`config.mk`:
```
export PLATFORM = sky130hd
export DESIGN_NAME = alu_exec_stage_flat
export DESIGN_NICKNAME = d
export VERILOG_FILES = /design/src/rtl/alu_pkg.sv /design/src/rtl/alu_exec_stage_if.sv /design/src/rtl/alu_seq_mul.sv /design/src/rtl/alu_exec_stage.sv /design/src/flat_wrapper.sv
export SDC_FILE = /design/constraint.sdc
export NUM_CORES = 1
export LEC_CHECK = 0
export CAP_MARGIN = 15
export CORE_MARGIN = 2
export CORE_UTILIZATION = 30
export DETAILED_ROUTE_END_ITERATION = 8
export PLACE_DENSITY = 0.55
export SYNTH_ARGS = -nofsm -noshare
export SYNTH_HDL_FRONTEND = slang
export SYNTH_SLANG_ARGS = --single-unit
```
`constraint.sdc`:
```
create_clock -name clk -period 1.57 [get_ports clk]
set_input_delay 0.471 -clock clk [delete_from_list [all_inputs] [get_ports clk]]
set_output_delay 0.471 -clock clk [all_outputs]
set_load 0.02 [all_outputs]
```
`src/rtl/alu_pkg.sv`:
```
`default_nettype none
// ============================================================================
// Module   : alu_pkg
// Purpose  : Shared constants, opcode and FSM state encodings for the ALU
//            execute stage, plus a register-address range helper.
// Config   : ALU_EXEC_MUL_EN selects the iterative multiplier (see top).
// Revision : 1.0 - initial release
// ============================================================================
package alu_pkg;

    localparam int DATA_W     = 16;
    localparam int ADDR_W     = 4;
    localparam int NUM_REGS   = 8;
    localparam int MUL_CYCLES = DATA_W;
    localparam int OP_W       = 3;

    typedef enum logic [OP_W-1:0] {
        OP_ADD = 3'd0,
        OP_SUB = 3'd1,
        OP_AND = 3'd2,
        OP_OR  = 3'd3,
        OP_XOR = 3'd4,
        OP_SHL = 3'd5,
        OP_SHR = 3'd6,
        OP_MUL = 3'd7
    } op_e;

    typedef enum logic [1:0] {
        S_IDLE = 2'd0,
        S_MUL  = 2'd1,
        S_WB   = 2'd2
    } state_e;

    // True when the destination is backed by a physical register.
    function automatic logic addr_ok(input logic [ADDR_W-1:0] addr);
        return (addr < ADDR_W'(NUM_REGS));
    endfunction

endpackage
`default_nettype wire

```
`src/rtl/alu_exec_stage_if.sv`:
```
`default_nettype none
// ============================================================================
// Module   : alu_exec_stage_if
// Purpose  : Issue (decode -> execute) handshake and register-file writeback
//            bundle of the ALU execute stage.
// Ports    : in_valid/in_ready/op/opa/opb/dst  - issue handshake
//            wb_en/wb_addr/wb_data             - writeback to register file
// Modports : master = decode / register-file side, slave = execute stage
// Revision : 1.0 - initial release
// ============================================================================
interface alu_exec_stage_if;
    import alu_pkg::*;

    logic              in_valid;
    logic              in_ready;
    logic [OP_W-1:0]   op;
    logic [DATA_W-1:0] opa;
    logic [DATA_W-1:0] opb;
    logic [ADDR_W-1:0] dst;
    logic              wb_en;
    logic [ADDR_W-1:0] wb_addr;
    logic [DATA_W-1:0] wb_data;

    modport master (
        output in_valid, op, opa, opb, dst,
        input  in_ready, wb_en, wb_addr, wb_data
    );

    modport slave (
        input  in_valid, op, opa, opb, dst,
        output in_ready, wb_en, wb_addr, wb_data
    );

endinterface
`default_nettype wire

```
`src/rtl/alu_seq_mul.sv`:
```
`default_nettype none
// ============================================================================
// Module   : alu_seq_mul
// Purpose  : Iterative unsigned shift-add multiplier, one partial product per
//            clock, MUL_CYCLES iterations, result truncated to DATA_W.
// Ports    : clk, rst_n (async active-low), start (load operands a/b),
//            done (high during the final iteration), product (valid with done)
// Revision : 1.0 - initial release
// ============================================================================
module alu_seq_mul
    import alu_pkg::*;
#(
    parameter int DATA_W     = alu_pkg::DATA_W,
    parameter int MUL_CYCLES = alu_pkg::MUL_CYCLES
) (
    input  wire                clk,
    input  wire                rst_n,
    input  wire                start,
    input  wire   [DATA_W-1:0] a,
    input  wire   [DATA_W-1:0] b,
    output logic               done,
    output logic  [DATA_W-1:0] product
);

    localparam int CNT_W = $clog2(MUL_CYCLES + 1);

    logic              r_busy;
    logic [CNT_W-1:0]  r_cnt;
    logic [DATA_W-1:0] r_acc;
    logic [DATA_W-1:0] r_mcand;
    logic [DATA_W-1:0] r_mplier;
    logic [DATA_W-1:0] w_acc_next;
    logic              w_last;

    assign w_acc_next = r_mplier[0] ? (r_acc + r_mcand) : r_acc;
    assign w_last     = r_busy && (r_cnt == CNT_W'(MUL_CYCLES - 1));

    // The final partial sum is forwarded combinationally so the caller can
    // register it on the same edge that retires the last iteration.
    assign done    = w_last;
    assign product = w_acc_next;

    always_ff @(posedge clk or negedge rst_n) begin
        if (!rst_n) begin
            r_busy   <= 1'b0;
            r_cnt    <= '0;
            r_acc    <= '0;
            r_mcand  <= '0;
            r_mplier <= '0;
        end else if (start) begin
            r_busy   <= 1'b1;
            r_cnt    <= '0;
            r_acc    <= '0;
            r_mcand  <= a;
            r_mplier <= b;
        end else if (r_busy) begin
            r_acc    <= w_acc_next;
            r_mcand  <= r_mcand << 1;
            r_mplier <= r_mplier >> 1;
            r_cnt    <= r_cnt + CNT_W'(1);
            if (w_last) begin
                r_busy <= 1'b0;
            end
        end
    end

endmodule
`default_nettype wire

```
`src/rtl/alu_exec_stage.sv`:
```
`default_nettype none
// ============================================================================
// Module   : alu_exec_stage
// Purpose  : Execute stage between register-file read and write ports.
//            Single-cycle ADD/SUB/AND/OR/XOR/SHL/SHR, optional iterative MUL,
//            registered one-cycle writeback pulse.
// Ports    : clk, rst_n (async active-low)
//            bus       - alu_exec_stage_if.slave (issue + writeback)
//            carry     - carry/borrow of last completed ADD/SUB
//            addr_err  - sticky: writeback to an unimplemented register dropped
//            illegal_op- one-cycle pulse: unsupported op accepted
// Config   : `define ALU_EXEC_MUL_EN to build the multiplier; otherwise op 7
//            is retired without writeback and flagged on illegal_op.
// Revision : 1.0 - initial release
// ============================================================================
module alu_exec_stage
    import alu_pkg::*;
(
    input  wire              clk,
    input  wire              rst_n,
    alu_exec_stage_if.slave  bus,
    output logic             carry,
    output logic             addr_err,
    output logic             illegal_op
);

    state_e            r_state,    w_state_next;
    logic              r_wb_en,    w_wb_en_next;
    logic [ADDR_W-1:0] r_wb_addr,  w_wb_addr_next;
    logic [DATA_W-1:0] r_wb_data,  w_wb_data_next;
    logic              r_carry,    w_carry_next;
    logic              r_addr_err, w_addr_err_next;
    logic              r_illegal,  w_illegal_next;
    logic              w_in_ready;
    logic              w_accept;
    logic [DATA_W-1:0] w_alu_result;
    logic              w_alu_carry;
    logic [DATA_W:0]   w_sum;

`ifdef ALU_EXEC_MUL_EN
    logic [ADDR_W-1:0] r_dst, w_dst_next;
    logic              w_mul_start;
    logic              w_mul_done;
    logic [DATA_W-1:0] w_mul_product;

    alu_seq_mul #(
        .DATA_W     (DATA_W),
        .MUL_CYCLES (MUL_CYCLES)
    ) u_mul (
        .clk     (clk),
        .rst_n   (rst_n),
        .start   (w_mul_start),
        .a       (bus.opa),
        .b       (bus.opb),
        .done    (w_mul_done),
        .product (w_mul_product)
    );

    assign w_in_ready = (r_state != S_MUL);
`else
    assign w_in_ready = 1'b1;
`endif

    assign w_accept     = bus.in_valid & w_in_ready;
    assign bus.in_ready = w_in_ready;
    assign bus.wb_en    = r_wb_en;
    assign bus.wb_addr  = r_wb_addr;
    assign bus.wb_data  = r_wb_data;
    assign carry        = r_carry;
    assign addr_err     = r_addr_err;
    assign illegal_op   = r_illegal;

    // Single-cycle datapath; carry is the extra bit of a DATA_W+1 sum, which
    // for SUB is the borrow (opa < opb unsigned).
    always_comb begin
        w_alu_result = '0;
        w_alu_carry  = 1'b0;
        w_sum        = '0;
        case (bus.op)
            OP_ADD: begin
                w_sum        = {1'b0, bus.opa} + {1'b0, bus.opb};
                w_alu_result = w_sum[DATA_W-1:0];
                w_alu_carry  = w_sum[DATA_W];
            end
            OP_SUB: begin
                w_sum        = {1'b0, bus.opa} - {1'b0, bus.opb};
                w_alu_result = w_sum[DATA_W-1:0];
                w_alu_carry  = w_sum[DATA_W];
            end
            OP_AND:  w_alu_result = bus.opa & bus.opb;
            OP_OR:   w_alu_result = bus.opa | bus.opb;
            OP_XOR:  w_alu_result = bus.opa ^ bus.opb;
            OP_SHL:  w_alu_result = bus.opa << bus.opb[3:0];
            OP_SHR:  w_alu_result = bus.opa >> bus.opb[3:0];
            default: w_alu_result = '0;
        endcase
    end

    // Next-state and output logic. IDLE and WB behave identically for new
    // issues (WB simply also shows the multiplier writeback), so both share
    // the default branch.
    always_comb begin
        w_state_next    = r_state;
        w_wb_en_next    = 1'b0;
        w_wb_addr_next  = r_wb_addr;
        w_wb_data_next  = r_wb_data;
        w_carry_next    = r_carry;
        w_addr_err_next = r_addr_err;
        w_illegal_next  = 1'b0;
`ifdef ALU_EXEC_MUL_EN
        w_dst_next      = r_dst;
        w_mul_start     = 1'b0;
`endif
        case (r_state)
`ifdef ALU_EXEC_MUL_EN
            S_MUL: begin
                if (w_mul_done) begin
                    w_state_next   = S_WB;
                    w_wb_addr_next = r_dst;
                    w_wb_data_next = w_mul_product;
                    w_wb_en_next   = addr_ok(r_dst);
                    if (!addr_ok(r_dst)) begin
                        w_addr_err_next = 1'b1;
                    end
                end
            end
`endif
            default: begin
                w_state_next = S_IDLE;
                if (w_accept) begin
                    if (bus.op == OP_MUL) begin
`ifdef ALU_EXEC_MUL_EN
                        w_state_next = S_MUL;
                        w_mul_start  = 1'b1;
                        w_dst_next   = bus.dst;
`else
                        w_illegal_next = 1'b1;
`endif
                    end else begin
                        w_wb_addr_next = bus.dst;
                        w_wb_data_next = w_alu_result;
                        w_wb_en_next   = addr_ok(bus.dst);
                        if (!addr_ok(bus.dst)) begin
                            w_addr_err_next = 1'b1;
                        end
                        if ((bus.op == OP_ADD) || (bus.op == OP_SUB)) begin
                            w_carry_next = w_alu_carry;
                        end
                    end
                end
            end
        endcase
    end

    always_ff @(posedge clk or negedge rst_n) begin
        if (!rst_n) begin
            r_state    <= S_IDLE;
            r_wb_en    <= 1'b0;
            r_wb_addr  <= '0;
            r_wb_data  <= '0;
            r_carry    <= 1'b0;
            r_addr_err <= 1'b0;
            r_illegal  <= 1'b0;
        end else begin
            r_state    <= w_state_next;
            r_wb_en    <= w_wb_en_next;
            r_wb_addr  <= w_wb_addr_next;
            r_wb_data  <= w_wb_data_next;
            r_carry    <= w_carry_next;
            r_addr_err <= w_addr_err_next;
            r_illegal  <= w_illegal_next;
        end
    end

`ifdef ALU_EXEC_MUL_EN
    always_ff @(posedge clk or negedge rst_n) begin
        if (!rst_n) begin
            r_dst <= '0;
        end else begin
            r_dst <= w_dst_next;
        end
    end
`endif

endmodule
`default_nettype wire

```
`src/flat_wrapper.sv`:
```
// flat-port wrapper written by rule: the top's interface ports become plain ports
module alu_exec_stage_flat import alu_pkg::*;
  (clk, rst_n, carry, addr_err, illegal_op, bus_in_valid, bus_op, bus_opa, bus_opb, bus_dst, bus_in_ready, bus_wb_en, bus_wb_addr, bus_wb_data);
  alu_exec_stage_if bus_i ();
  input  wire clk;
  input  wire rst_n;
  output logic carry;
  output logic addr_err;
  output logic illegal_op;
  input wire logic [$bits(bus_i.in_valid)-1:0] bus_in_valid;
  input wire logic [$bits(bus_i.op)-1:0] bus_op;
  input wire logic [$bits(bus_i.opa)-1:0] bus_opa;
  input wire logic [$bits(bus_i.opb)-1:0] bus_opb;
  input wire logic [$bits(bus_i.dst)-1:0] bus_dst;
  output wire logic [$bits(bus_i.in_ready)-1:0] bus_in_ready;
  output wire logic [$bits(bus_i.wb_en)-1:0] bus_wb_en;
  output wire logic [$bits(bus_i.wb_addr)-1:0] bus_wb_addr;
  output wire logic [$bits(bus_i.wb_data)-1:0] bus_wb_data;
  assign bus_i.in_valid = bus_in_valid;
  assign bus_i.op = bus_op;
  assign bus_i.opa = bus_opa;
  assign bus_i.opb = bus_opb;
  assign bus_i.dst = bus_dst;
  assign bus_in_ready = bus_i.in_ready;
  assign bus_wb_en = bus_i.wb_en;
  assign bus_wb_addr = bus_i.wb_addr;
  assign bus_wb_data = bus_i.wb_data;
  alu_exec_stage u_core (.clk(clk), .rst_n(rst_n), .bus(bus_i), .carry(carry), .addr_err(addr_err), .illegal_op(illegal_op));
endmodule
```
# After elaboration in Yosys (flattened, before gate mapping)
# Cells that the tools add are included.
# op_classes
add_sub_neg,2
multipliers,0
div,0
order_cmp,1
n_eq_ne,7
shifts,2
n_mux,6
n_bitwise,5
n_reduce_logical,5
# ops
operator,n
16-bit case mux with 7 select lines,1
16-bit by 16-bit adder with 17-bit output,1
16-bit by 16-bit subtractor with 17-bit output,1
16-bit bitwise AND,1
16-bit bitwise OR,1
16-bit by 4-bit << shifter with 16-bit output,1
16-bit by 4-bit right shift with 16-bit output,1
16-bit XOR,1
3-bit equality test (second input constant),4
3-bit by 2-bit equality test with 1-bit output (second input constant),2
3-bit AND reduction,2
4-bit < comparator (second input constant),1
1-bit 2-to-1 mux,4
3-bit by 1-bit equality test with 1-bit output (second input constant),1
3-bit zero test,1
1-bit NOT,2
1-bit case mux with 2 select lines,1
2-bit AND reduction,1
1-bit logical OR,1
# totals
regBits,24
latch_bits,0
ram_bits,0
rom_bits,0
in_bits,42
out_inout_bits,25
n_memories,0

# Logic depth before layout (Yosys ltp)
# Gate-level depths: netlist of run 1.
# depth
ltp_word,3
depth_mapped,12

# Least setup slack after synthesis of run 1
# No wires, ideal clock.
# synth_path
kind,input -> register
start,input port bus_opb[2]
end,register u_core.r_carry (netlist: u_core.carry)
arrival_time_ns,2.917
slack_ns,-1.471
cell_stages,12
n_path_buf,2
path_cell_list,clkbuf_1 inv_2 buf_1 ha_1 nand2b_4 a2111oi_4 o31ai_4 a211oi_1 o21bai_1 a31oi_1 o21bai_1 a211o_1
# synth_via
elab_chain_len,2
elab_cells_between_ends,3
classes_between,add/sub: 2; mux: 1
# synth_lines
item,line_no,rtl
"start, declared",flat_wrapper.sv:13,input wire logic [$bits(bus_i.opb)-1:0] bus_opb;
16-bit by 16-bit subtractor with 17-bit output or 16-bit by 16-bit adder with 17-bit output (tied branches),"alu_exec_stage.sv:86, alu_exec_stage.sv:81",
1-bit case mux with 2 select lines *,alu_exec_stage.sv:79,case (bus.op)
"end signal, assigned",alu_exec_stage.sv:169,r_carry <= w_carry_next;
"end, declared",alu_exec_stage.sv:31,"logic r_carry, w_carry_next;"
# Mark *: on every way between the ends. The rest lies on a longest branch, timed or not.
# A chain may end at the register's enable or synchronous reset.

# Worst setup path after layout of run 1
# layout_path
start,input port bus_opb[0]
end,register u_core.r_carry (netlist: u_core.carry)
# Same word-level chain as after synthesis.

==> metrics.csv, run 1 <==
metric;value;unit
CP peak stage delay;430;ps
Max-slew headroom;59.3;%
Synth Area in XOR/XNOR;1.12;%
NumNets Final;1054;
slew at the pin closest to its max-slew limit;606;ps
hold slack;470;ps
post-synth net total;759;
die footprint;16700;sq um
DRC;0;
Compound-Gate Fraction of Synth Area;33.5;%
number of core rows;45;
critical path type;in2reg;
largest net degree at the start of global routing;36;
io pins;67;
DR iter-0 viols;779;
post-detail-place hpwl;19500;um
CP max FO;3;
crit start category;input port;
CTS clock-pin slew for the worst setup and hold paths;80;ps
Tcrit/Tclk final;156;%
RSZ-0062 raised after global routing;yes;
Final Setup Violations;17;
Adder-Cell Fraction of Synth Area;14.4;%
P_leak;3.81;nW
initial core utilization;30.9;%
synthesized cell area;4710;sq um
DR vias/cell;5.54;
yosys warns;0;
GRT Max-Usage Layer;met2;
commonest cells after routing, fill and taps aside;buf_4 (235), nor2_1 (62), a21oi_1 (59), nand2_1 (51), dlygate4sd2_1 (37);
gpl congestion;1.01;
post-detailed-route count of antenna-violating nets;0;
clk_skew;0;ps
DR vias;6479;
area grow syn2layout;81.1;%
first-pass GRT wire length;37900;um
failing checks;negative setup slack;
vias in the first global route;6485;
total grt overflow;0;
antenna violations before repair;0;
Primary FF master, synth;dfrtp_1;
Yosys reg bits;24;
Post-synth EDFFs;0;
Final Power;0.00441;W
async set-reset flop share out of synthesis;100;%
power density over the cells;518;nW/um^2
crit-path cells;buf_8 > buf_6 > ha_4 > inv_2 > fa_2 > nand2b_4 > a2111oi_4 > o31ai_4 > a211oi_2 > o21bai_2 > a31oi_1 > o21bai_1 > a211o_1;
post-synth cell types;75;
Core Area;15300;sq um
Hold Vio Cnt, Final;0;
main combinational cell family by area after synthesis;compound AO/OA/AOI/OAI gates;
Worst Path Required;1740;ps
Tmin final;2440;ps
DP Worst Slack;-1800;ps
CTS Buffer Depth;2;
met1 Use GR;39.5;%
HP Class;reg2reg;
clock latency on the worst-skew pair;270;ps
port bufs;65;
cts bufs inserted;3;
slowest cell on the critical path;a2111oi_4;
synthesized area per cell;7.09;sq um
fin cells;1169;
Critical Path End Type;flop;
GRT Util Overall;29.7;%
met3 Resource Use GR;2.81;%
outcome;complete, but fails checks;
Max-cap violations;0;
TritonCTS clock tree;done;
Die Y;129;um
Mapped Cells;664;
Die X;129;um
layout cells sized above 1;48.1;%
placed cells;1135;
root buffer cell;clkbuf_16;
multiplexer share of the synthesized area;8.56;%
Layout Utilization;55.9;%
final WL;24700;um
H-Tree Level Count;1;
final worst slack;-872;ps
Max Slew Vio Count;0;
M2 GR Usage;50.6;%
antenna cell count;0;
Crit path arrival time;2610;ps
Peak supply drop;363;uV
max frequency;409;MHz
commonest non-fill, non-tap cell in the layout;buf_4;
Sink Count;24;
sequential element share of the synthesized area;12.8;%
routed length per instance;21.2;um
Hold Buf Count CTS;0;
Synth Area in Simple Gates;20.8;%
DRT Pass-1 Iters;8;
[critical path: cells and delay by family]
kind	cells	cell delay [ps]
AOI/OAI and AO/OA	7	1430
and+or+nand+nor	1	70
adders and majority gates	2	360
buffers and inverters	3	270
[metal layers]
layer	share of wire [%]	vias up
li1	-	3024
met1	43	3093
met2	47	297
met3	6.4	65
met4	3.7	0
met5	0	-
[registers in the layout (all words and copies together), names as in the netlist]
register / flops
u_core.bus.wb_en: 1
u_core.bus.wb_addr: 4
u_core.carry: 1
u_core.addr_err: 1
u_core.bus.wb_data: 16
u_core.illegal_op: 1
[worst paths after layout]
kind                       cells past startpoint             from  slack [ps]                     to
max in group asynchronous                      2            rst_n         840  u_core.bus.wb_data[1]
min in group asynchronous                      2            rst_n         550  u_core.bus.wb_data[5]
setup / recovery                              13       bus_opb[0]        -870           u_core.carry
setup reg to reg                               2     u_core.carry         680           u_core.carry
hold / removal                                 1  u_core.addr_err         470        u_core.addr_err
hold reg to reg                                1  u_core.addr_err         470        u_core.addr_err
[final cells by class]
class                           count  area, sq um
Sequential cell                    24          601
Multi-Input combinational cell    539         4470
Clock buffer                        4         88.8
Timing Repair Buffer              338         2880
Tap cell                          211          264
Fill cell                        1403         6730
Inverter                           53          221
[cell usage after synthesis, drive strengths merged, types with 3 or more instances]
cell type,number,share of area [%]
nor2,72,5.7
mux2,6,1.4
nand3,13,1.4
a22oi,3,0.48
nand2,54,4.3
o211ai,8,1.3
nor3,17,1.9
a2111oi,4,1.1
o21ai,53,5.6
a31oi,13,1.7
a211oi,12,1.9
or2,4,0.53
o32a,6,1.3
o21a,4,0.64
or3,4,0.53
mux2i,20,4.3
a21boi,3,0.48
ha,51,14
a211o,3,0.56
o22ai,10,1.3
a221o,3,0.64
mux4,6,2.9
a21o,5,0.80
buf,25,2.8
nor2b,3,0.40
xnor2,6,1.1
dfrtp,24,13
o22a,3,0.56
nor3b,5,0.80
clkbuf,23,1.8
a21oi,76,8.2
and3,6,0.93
inv,51,4.1
o21bai,6,0.96
nor4,10,1.3
nand2b,10,1.5
o221ai,7,1.3
a221oi,6,1.2
[stage by stage]
step / TNS [ps] / cell area, sq um
2_1_floorplan: -10890 / 4910
3_3_place_gp: -29230 / 7370
3_5_place_dp: -29600 / 7370
4_1_cts: -10770 / 8350
5_1_grt: -12690 / 8530
6_report: -11170 / 8530
[what timing repair did]
item	CTS	global route
cloned	3	0
buffers inserted	22	8
endpoints found under the setup margin	47	18
resized for setup	299	33
pin swaps	76	39
[where the power goes]
part           internal (W)  switching, W  total [W]
logic               0.00142       0.00154    0.00296
registers          0.000707     0.0000641   0.000771
clock network      0.000393      0.000283   0.000676
[logic make-up (layout without fill, tap and decap cells)]
logic type               count (synthesis)  in the layout
AO/OA/AOI/OAI                          240            240
AND/OR/NAND/NOR                        207            207
buffers and inverters                  101            395
adder cells (fa/ha/maj)                 53             53
multiplexers                            32             32
flip-flops                              24             24
XOR/XNOR                                 6              6
other                                    1              1
(Power assumes the default switching activity.)
==> inputs of run 2 (changes only) <==
--- a/config.mk
+++ b/config.mk
@@ -6,6 +6,7 @@
 export NUM_CORES = 1
 export LEC_CHECK = 0
 export CAP_MARGIN = 15
+export CORE_ASPECT_RATIO = 1.25
 export CORE_MARGIN = 2
 export CORE_UTILIZATION = 30
 export DETAILED_ROUTE_END_ITERATION = 8
==> run 2 against run 1 <==
  * The flow still finishes with violations (negative setup slack)
  * Critical path depth fell by 2
  * Die area barely moved
  * Core utilization fell by 1.1 points
  * Non-clock buffer count rose by 7
  * Cell area fell by 0.85%
  * Power fell by 1.6%
  * Setup slack improved by 2.1 ps
  * Count of clock-buffer cells in the layout did not move
  * Via count rose by 0.63%
  * Clock skew did not move
  * Global-route usage fell by 0.73 points
  * Critical endpoint is now u_core.bus.wb_data[13]
  * Largest cell class unchanged
  * Highest routed layer unchanged
==> metrics.csv, run 2 (same netlist as run 1, synthesis figures left out) <==
metric;value;unit;change
crit-path cells;clkdlybuf4s15_2 > inv_2 > ha_4 > and2b_2 > o21ai_2 > a21oi_2 > o41a_1 > a21oi_4 > o211ai_1 > and3_1 > a221oi_2;;
critical path's top delay family;compound AO/OA/AOI/OAI gates;;
Max-cap violations;0;;unchanged
DR vias;6520;;+0.63%
min-delay src;u_core.addr_err;;
post-detailed-route count of antenna-violating nets;0;;unchanged
total grt overflow;0;;unchanged
post-detail-place hpwl;18900;um;-3.4%
Peak supply drop;336;uV;-7.5%
root buffer cell;clkbuf_16;;
outcome;complete, but fails checks;;
Hold Vio Cnt, Final;0;;unchanged
Tcrit/Tclk final;155;%;about the same
H-Tree Level Count;1;;unchanged
slowest cell on the critical path;o41a_1;;
commonest non-fill, non-tap cell in the layout;buf_4;;
Max-slew headroom;66.3;%;+7.0 points
port bufs;65;;unchanged
area grow syn2layout;79.5;%;
gpl congestion;0.980;;-2.9%
hold slack;449;ps;-21.4 ps
Sink Count;24;;unchanged
die footprint;16700;sq um;about the same
DR iter-0 viols;413;;-47%
met1 Use GR;34.5;%;-5.0 points
M2 GR Usage;50.8;%;+0.23 points
Crit path arrival time;2630;ps;+20 ps
Largest register FFs;16;;unchanged
cts bufs inserted;3;;unchanged
clk_skew;0;ps;unchanged
power density over the cells;514;nW/um^2;-0.71%
NumNets Final;1061;;+0.66%
layout cells sized above 1;46.1;%;-2.0 points
Layout Utilization;54.7;%;-1.1 points
antenna cell count;0;;unchanged
Final Setup Violations;18;;+1
CP peak stage delay;460;ps;+30 ps
failing checks;negative setup slack;;
vias in the first global route;6502;;+0.26%
largest net degree at the start of global routing;36;;unchanged
reg2reg path depth;2;;unchanged
io pins;67;;unchanged
crit start category;input port;;
TritonCTS clock tree;done;;
Worst Path Required;1760;ps;+20 ps
critical path type;in2reg;;
final worst slack;-870;ps;+2.08 ps
slew at the pin closest to its max-slew limit;501;ps;-106 ps
GRT Util Overall;29.0;%;-0.73 points
DRT Pass-1 Iters;5;;-3
CP max FO;6;;+3
routed length per instance;20.8;um;-1.6%
Worst Path Buf+Inv;2;;-1
HP Class;reg2reg;;
RR Startpoint;u_core.carry;;
DRC;0;;unchanged
CTS clock-pin slew for the worst setup and hold paths;80;ps;about the same
Tmin final;2440;ps;-2.08 ps
Die Y;144;um;+11%
max frequency;410;MHz;about the same
RSZ-0062 raised after global routing;yes;;
reg2reg setup slack;650;ps;-30 ps
reg2reg end;u_core.carry;;
final WL;24500;um;-0.96%
Hold Buf Count CTS;0;;unchanged
Core Area;15400;sq um;+1.2%
clock latency on the worst-skew pair;270;ps;about the same
P_leak;3.82;nW;+0.41%
GRT Max-Usage Layer;met2;;
met3 Resource Use GR;1.38;%;-1.4 points
antenna violations before repair;0;;unchanged
Post-DP Area;7280;sq um;-1.2%
number of core rows;51;;+13%
Die X;116;um;-10%
fin area;8450;sq um;-0.85%
CTS Buffer Depth;2;;unchanged
first-pass GRT wire length;36700;um;-3.1%
Hold Path Depth;1;;unchanged
initial core utilization;30.5;%;-0.37 points
commonest cells after routing, fill and taps aside;buf_4 (243), nor2_1 (65), a21oi_1 (57), nand2_1 (49), dlygate4sd2_1 (34);;
Max Slew Vio Count;0;;unchanged
Critical Path End Type;flop;;
Hold Path Sink;u_core.addr_err;;
DR vias/cell;5.54;;about the same
==> run 2: cell count changes in the layout (fill, tap and decap cells not counted), sizes merged <==
cell           previous run  this run
clkdlybuf4s50             7        11
clkbuf                    5         8
dlygate4sd2              37        34
buf                     282       284
bufbuf                    2         0
clkdlybuf4s15             9        11
dlymetal6s2s              0         1
==> run 2: area by class of cell <==
class	instances	area (sq um)
repair buffers	345	2950
multi-input cells	539	4330
inverters	53	223
well taps	212	265
flip-flops and latches	24	601
fillers	1482	6990
clock buffers	4	88.8
==> run 2: where the power goes <==
part / internal (W) / total (W) / switching, W / leakage, nW
sequential: 0.000707 / 0.000774 / 0.0000671 / 0.277
combinational: 0.00140 / 0.00290 / 0.00150 / 3.50
clock: 0.000392 / 0.000670 / 0.000277 / 0.0442
total: 0.00250 / 0.00434 / 0.00185 / 3.82
==> run 2: repair_timing <==
action	CTS	global route
resized for setup	212	78
setup buffers	25	23
pin swaps	47	49
cloned	3	0
endpoints found under the setup margin	47	19
==> run 2: layer usage <==
layer / up-vias / share of wire [%]
met5: - / 0
met4: 0 / 7.6
met1: 3177 / 39
li1: 3030 / -
met2: 247 / 49
met3: 66 / 3.5
==> run 2: worst max-delay path by stage <==
stage,from,to,slack [ps],cells after the start
2_1_floorplan,bus_opb[2],u_core.carry,-960,12
3_3_place_gp,bus_opa[0],u_core.bus.wb_data[12],-1640,12
3_5_place_dp,bus_opa[0],u_core.bus.wb_data[12],-1680,12
4_1_cts,bus_opb[9],u_core.bus.wb_data[12],-900,11
5_1_grt,bus_opb[1],u_core.bus.wb_data[13],-980,11
6_report,bus_opb[6],u_core.bus.wb_data[13],-870,11
==> run 2: metrics by stage <==
stage / power [W] / setup slack, ps / TNS [ps] / cells
after global routing: 0.00456 / -985 / -13130 / 1177
final: 0.00434 / -870 / -11810 / 1177
after floorplan: 0.00200 / -964 / -10890 / 664
after detailed placement: 0.00327 / -1680 / -27850 / 1127
after global placement: 0.00326 / -1640 / -27340 / 1127
after CTS: 0.00415 / -897 / -12230 / 1157
==> run 2: worst register-to-register path: cells and delay by family (launching register included) <==
family / cells / cell delay, ps
AOI/OAI and AO/OA: 2 / 420
DFF: 1 / 400
==> inputs of run 3 (changes only) <==
==> constraint.sdc (replaced) <==
create_clock -name clk -period 2.7 [get_ports clk]
set_input_delay 0.81 -clock clk [delete_from_list [all_inputs] [get_ports clk]]
set_output_delay 0.81 -clock clk [all_outputs]
set_load 0.02 [all_outputs]
==> run 3 against run 2 <==
  * The flow still finishes with violations (negative setup slack)
  * Sequential power shrank 42%
  * Power shrank 42%
  * Final cell count shrank 2.0%
  * Cell area shrank 4.8%
  * Worst hold slack gained 9.5 ps
  * Core utilization shrank 2.6 points
  * First-iteration DRC count grew 15%
  * Count of clock-buffer cells in the layout shrank 1
  * Critical path depth grew 3
  * Non-clock buffer count shrank 23
  * Combinational power shrank 44%
  * Critical path type unchanged
  * Highest routed layer unchanged
==> metrics.csv, run 3 (same netlist as run 1, synthesis figures left out) <==
metric;value;unit;change
failing checks;negative setup slack;;
Worst Path Required;2860;ps;+1100 ps
NumNets Final;1038;;-2.2%
RSZ-0062 raised after global routing;yes;;
total grt overflow;0;;unchanged
Final Power;0.00254;W;-42%
DRT Pass-1 Iters;5;;unchanged
final WL;23600;um;-3.5%
Max Slew Vio Count;0;;unchanged
Hold Buf Count CTS;0;;unchanged
DR vias;6334;;-2.9%
H-Tree Level Count;1;;unchanged
DRC;0;;unchanged
initial core utilization;30.5;%;unchanged
placed cells;1138;;+0.98%
max frequency;353;MHz;
die footprint;16700;sq um;unchanged
cts bufs inserted;3;;unchanged
Final Setup Violations;8;;-10
HP Class;reg2reg;;
final worst slack;-137;ps;+734 ps
post-detail-place hpwl;19100;um;+1.0%
clock latency on the worst-skew pair;270;ps;about the same
largest net degree at the start of global routing;48;;+33%
port bufs;65;;unchanged
layout cells sized above 1;40.3;%;-5.8 points
antenna cell count;0;;unchanged
Core Area;15400;sq um;unchanged
crit start category;input port;;
critical path type;in2reg;;
Tcrit/Tclk final;105;%;
number of core rows;51;;unchanged
TritonCTS clock tree;done;;
Sink Count;24;;unchanged
CTS Buffer Depth;2;;unchanged
Critical Path End Type;flop;;
DR iter-0 viols;475;;+15%
Crit path arrival time;3000;ps;+370 ps
GRT Util Overall;28.1;%;-0.87 points
root buffer cell;clkbuf_16;;
io pins;67;;unchanged
P_leak;3.61;nW;-5.6%
gpl congestion;0.962;;-1.8%
outcome;complete, but fails checks;;
Layout Utilization;52.1;%;-2.6 points
CP max FO;3;;-3
Peak supply drop;211;uV;-37%
post-detailed-route count of antenna-violating nets;0;;unchanged
slew at the pin closest to its max-slew limit;573;ps;+72.5 ps
commonest cells after routing, fill and taps aside;buf_4 (237), nor2_1 (67), a21oi_1 (65), nand2_1 (54), o21ai_0 (43);;
commonest non-fill, non-tap cell in the layout;buf_4;;
Hold Vio Cnt, Final;0;;unchanged
Largest register FFs;16;;unchanged
DR vias/cell;5.49;;-0.92%
routed length per instance;20.5;um;-1.6%
first-pass GRT wire length;35400;um;-3.6%
Die X;116;um;unchanged
Max-slew headroom;61.4;%;-4.9 points
CTS clock-pin slew for the worst setup and hold paths;80;ps;about the same
area grow syn2layout;70.9;%;
clk_skew;0;ps;unchanged
Tmin final;2840;ps;
reg2reg setup slack;1810;ps;+1160 ps
Max-cap violations;0;;unchanged
power density over the cells;316;nW/um^2;-39%
vias in the first global route;6368;;-2.1%
Die Y;144;um;unchanged
antenna violations before repair;0;;unchanged
fin cells;1154;;-2.0%
run 3: final timing paths:
check / start / end / cells after the start
setup / recovery: bus_opb[0] / u_core.bus.wb_data[10] / 14
hold reg to reg: u_core.addr_err / u_core.addr_err / 1
min in group asynchronous: rst_n / u_core.illegal_op / 2
max in group asynchronous: rst_n / u_core.bus.wb_data[9] / 2
setup reg to reg: u_core.carry / u_core.carry / 2
hold / removal: u_core.addr_err / u_core.addr_err / 1
run 3: power breakdown:
part           internal (W)  total (W)  leakage (nW)  switching, W
Clock              0.000296   0.000459        0.0511      0.000163
Sequential         0.000411   0.000450         0.277     0.0000386
Combinational      0.000794    0.00163          3.28      0.000836
Total               0.00150    0.00254          3.61       0.00104
run 3: metal layers:
layer,routed length (um),GRT usage (%),up-vias
li1,-,-,2980
met1,9000,32.5,2980
met2,11100,47.3,279
met3,1210,2.60,95
met4,2330,21.8,0
met5,0,0,-
run 3: through the flow:
stage	cell area (sq um)	hold WS [ps]	setup TNS, ps	setup slack (ps)
2_1_floorplan	4790	514	-622	-173
3_3_place_gp	7320	441	-12100	-1270
3_5_place_dp	7320	449	-12430	-1270
4_1_cts	7710	461	-685	-148
5_1_grt	8050	496	-1430	-211
6_report	8050	459	-568	-137
run 3: final cells by class:
| type | count | area (sq um) |
|---|---|---|
| Tap cell | 212 | 265 |
| Inverter | 53 | 210 |
| Fill cell | 1525 | 7400 |
| Sequential cell | 24 | 601 |
| Clock buffer | 3 | 75.1 |
| Timing Repair Buffer | 322 | 2660 |
| Clock inverter | 1 | 30.0 |
| Multi-Input combinational cell | 539 | 4200 |
run 3: what timing repair did:
action	4_1_cts	5_1_grt
setup endpoints to repair	17	14
gates resized for setup	104	73
buffers inserted	4	9
pin swaps	32	38
run 3: worst max-delay path: stages:
cell	delay, ps
buf_6	100
buf_6	110
ha_4	150
inv_2	50
fa_2	220
nand2b_4	70
a2111oi_4	400
o31ai_4	120
buf_4	160
o21ai_4	160
o22ai_1	90
nor2_1	140
a21oi_2	60
o32a_1	350
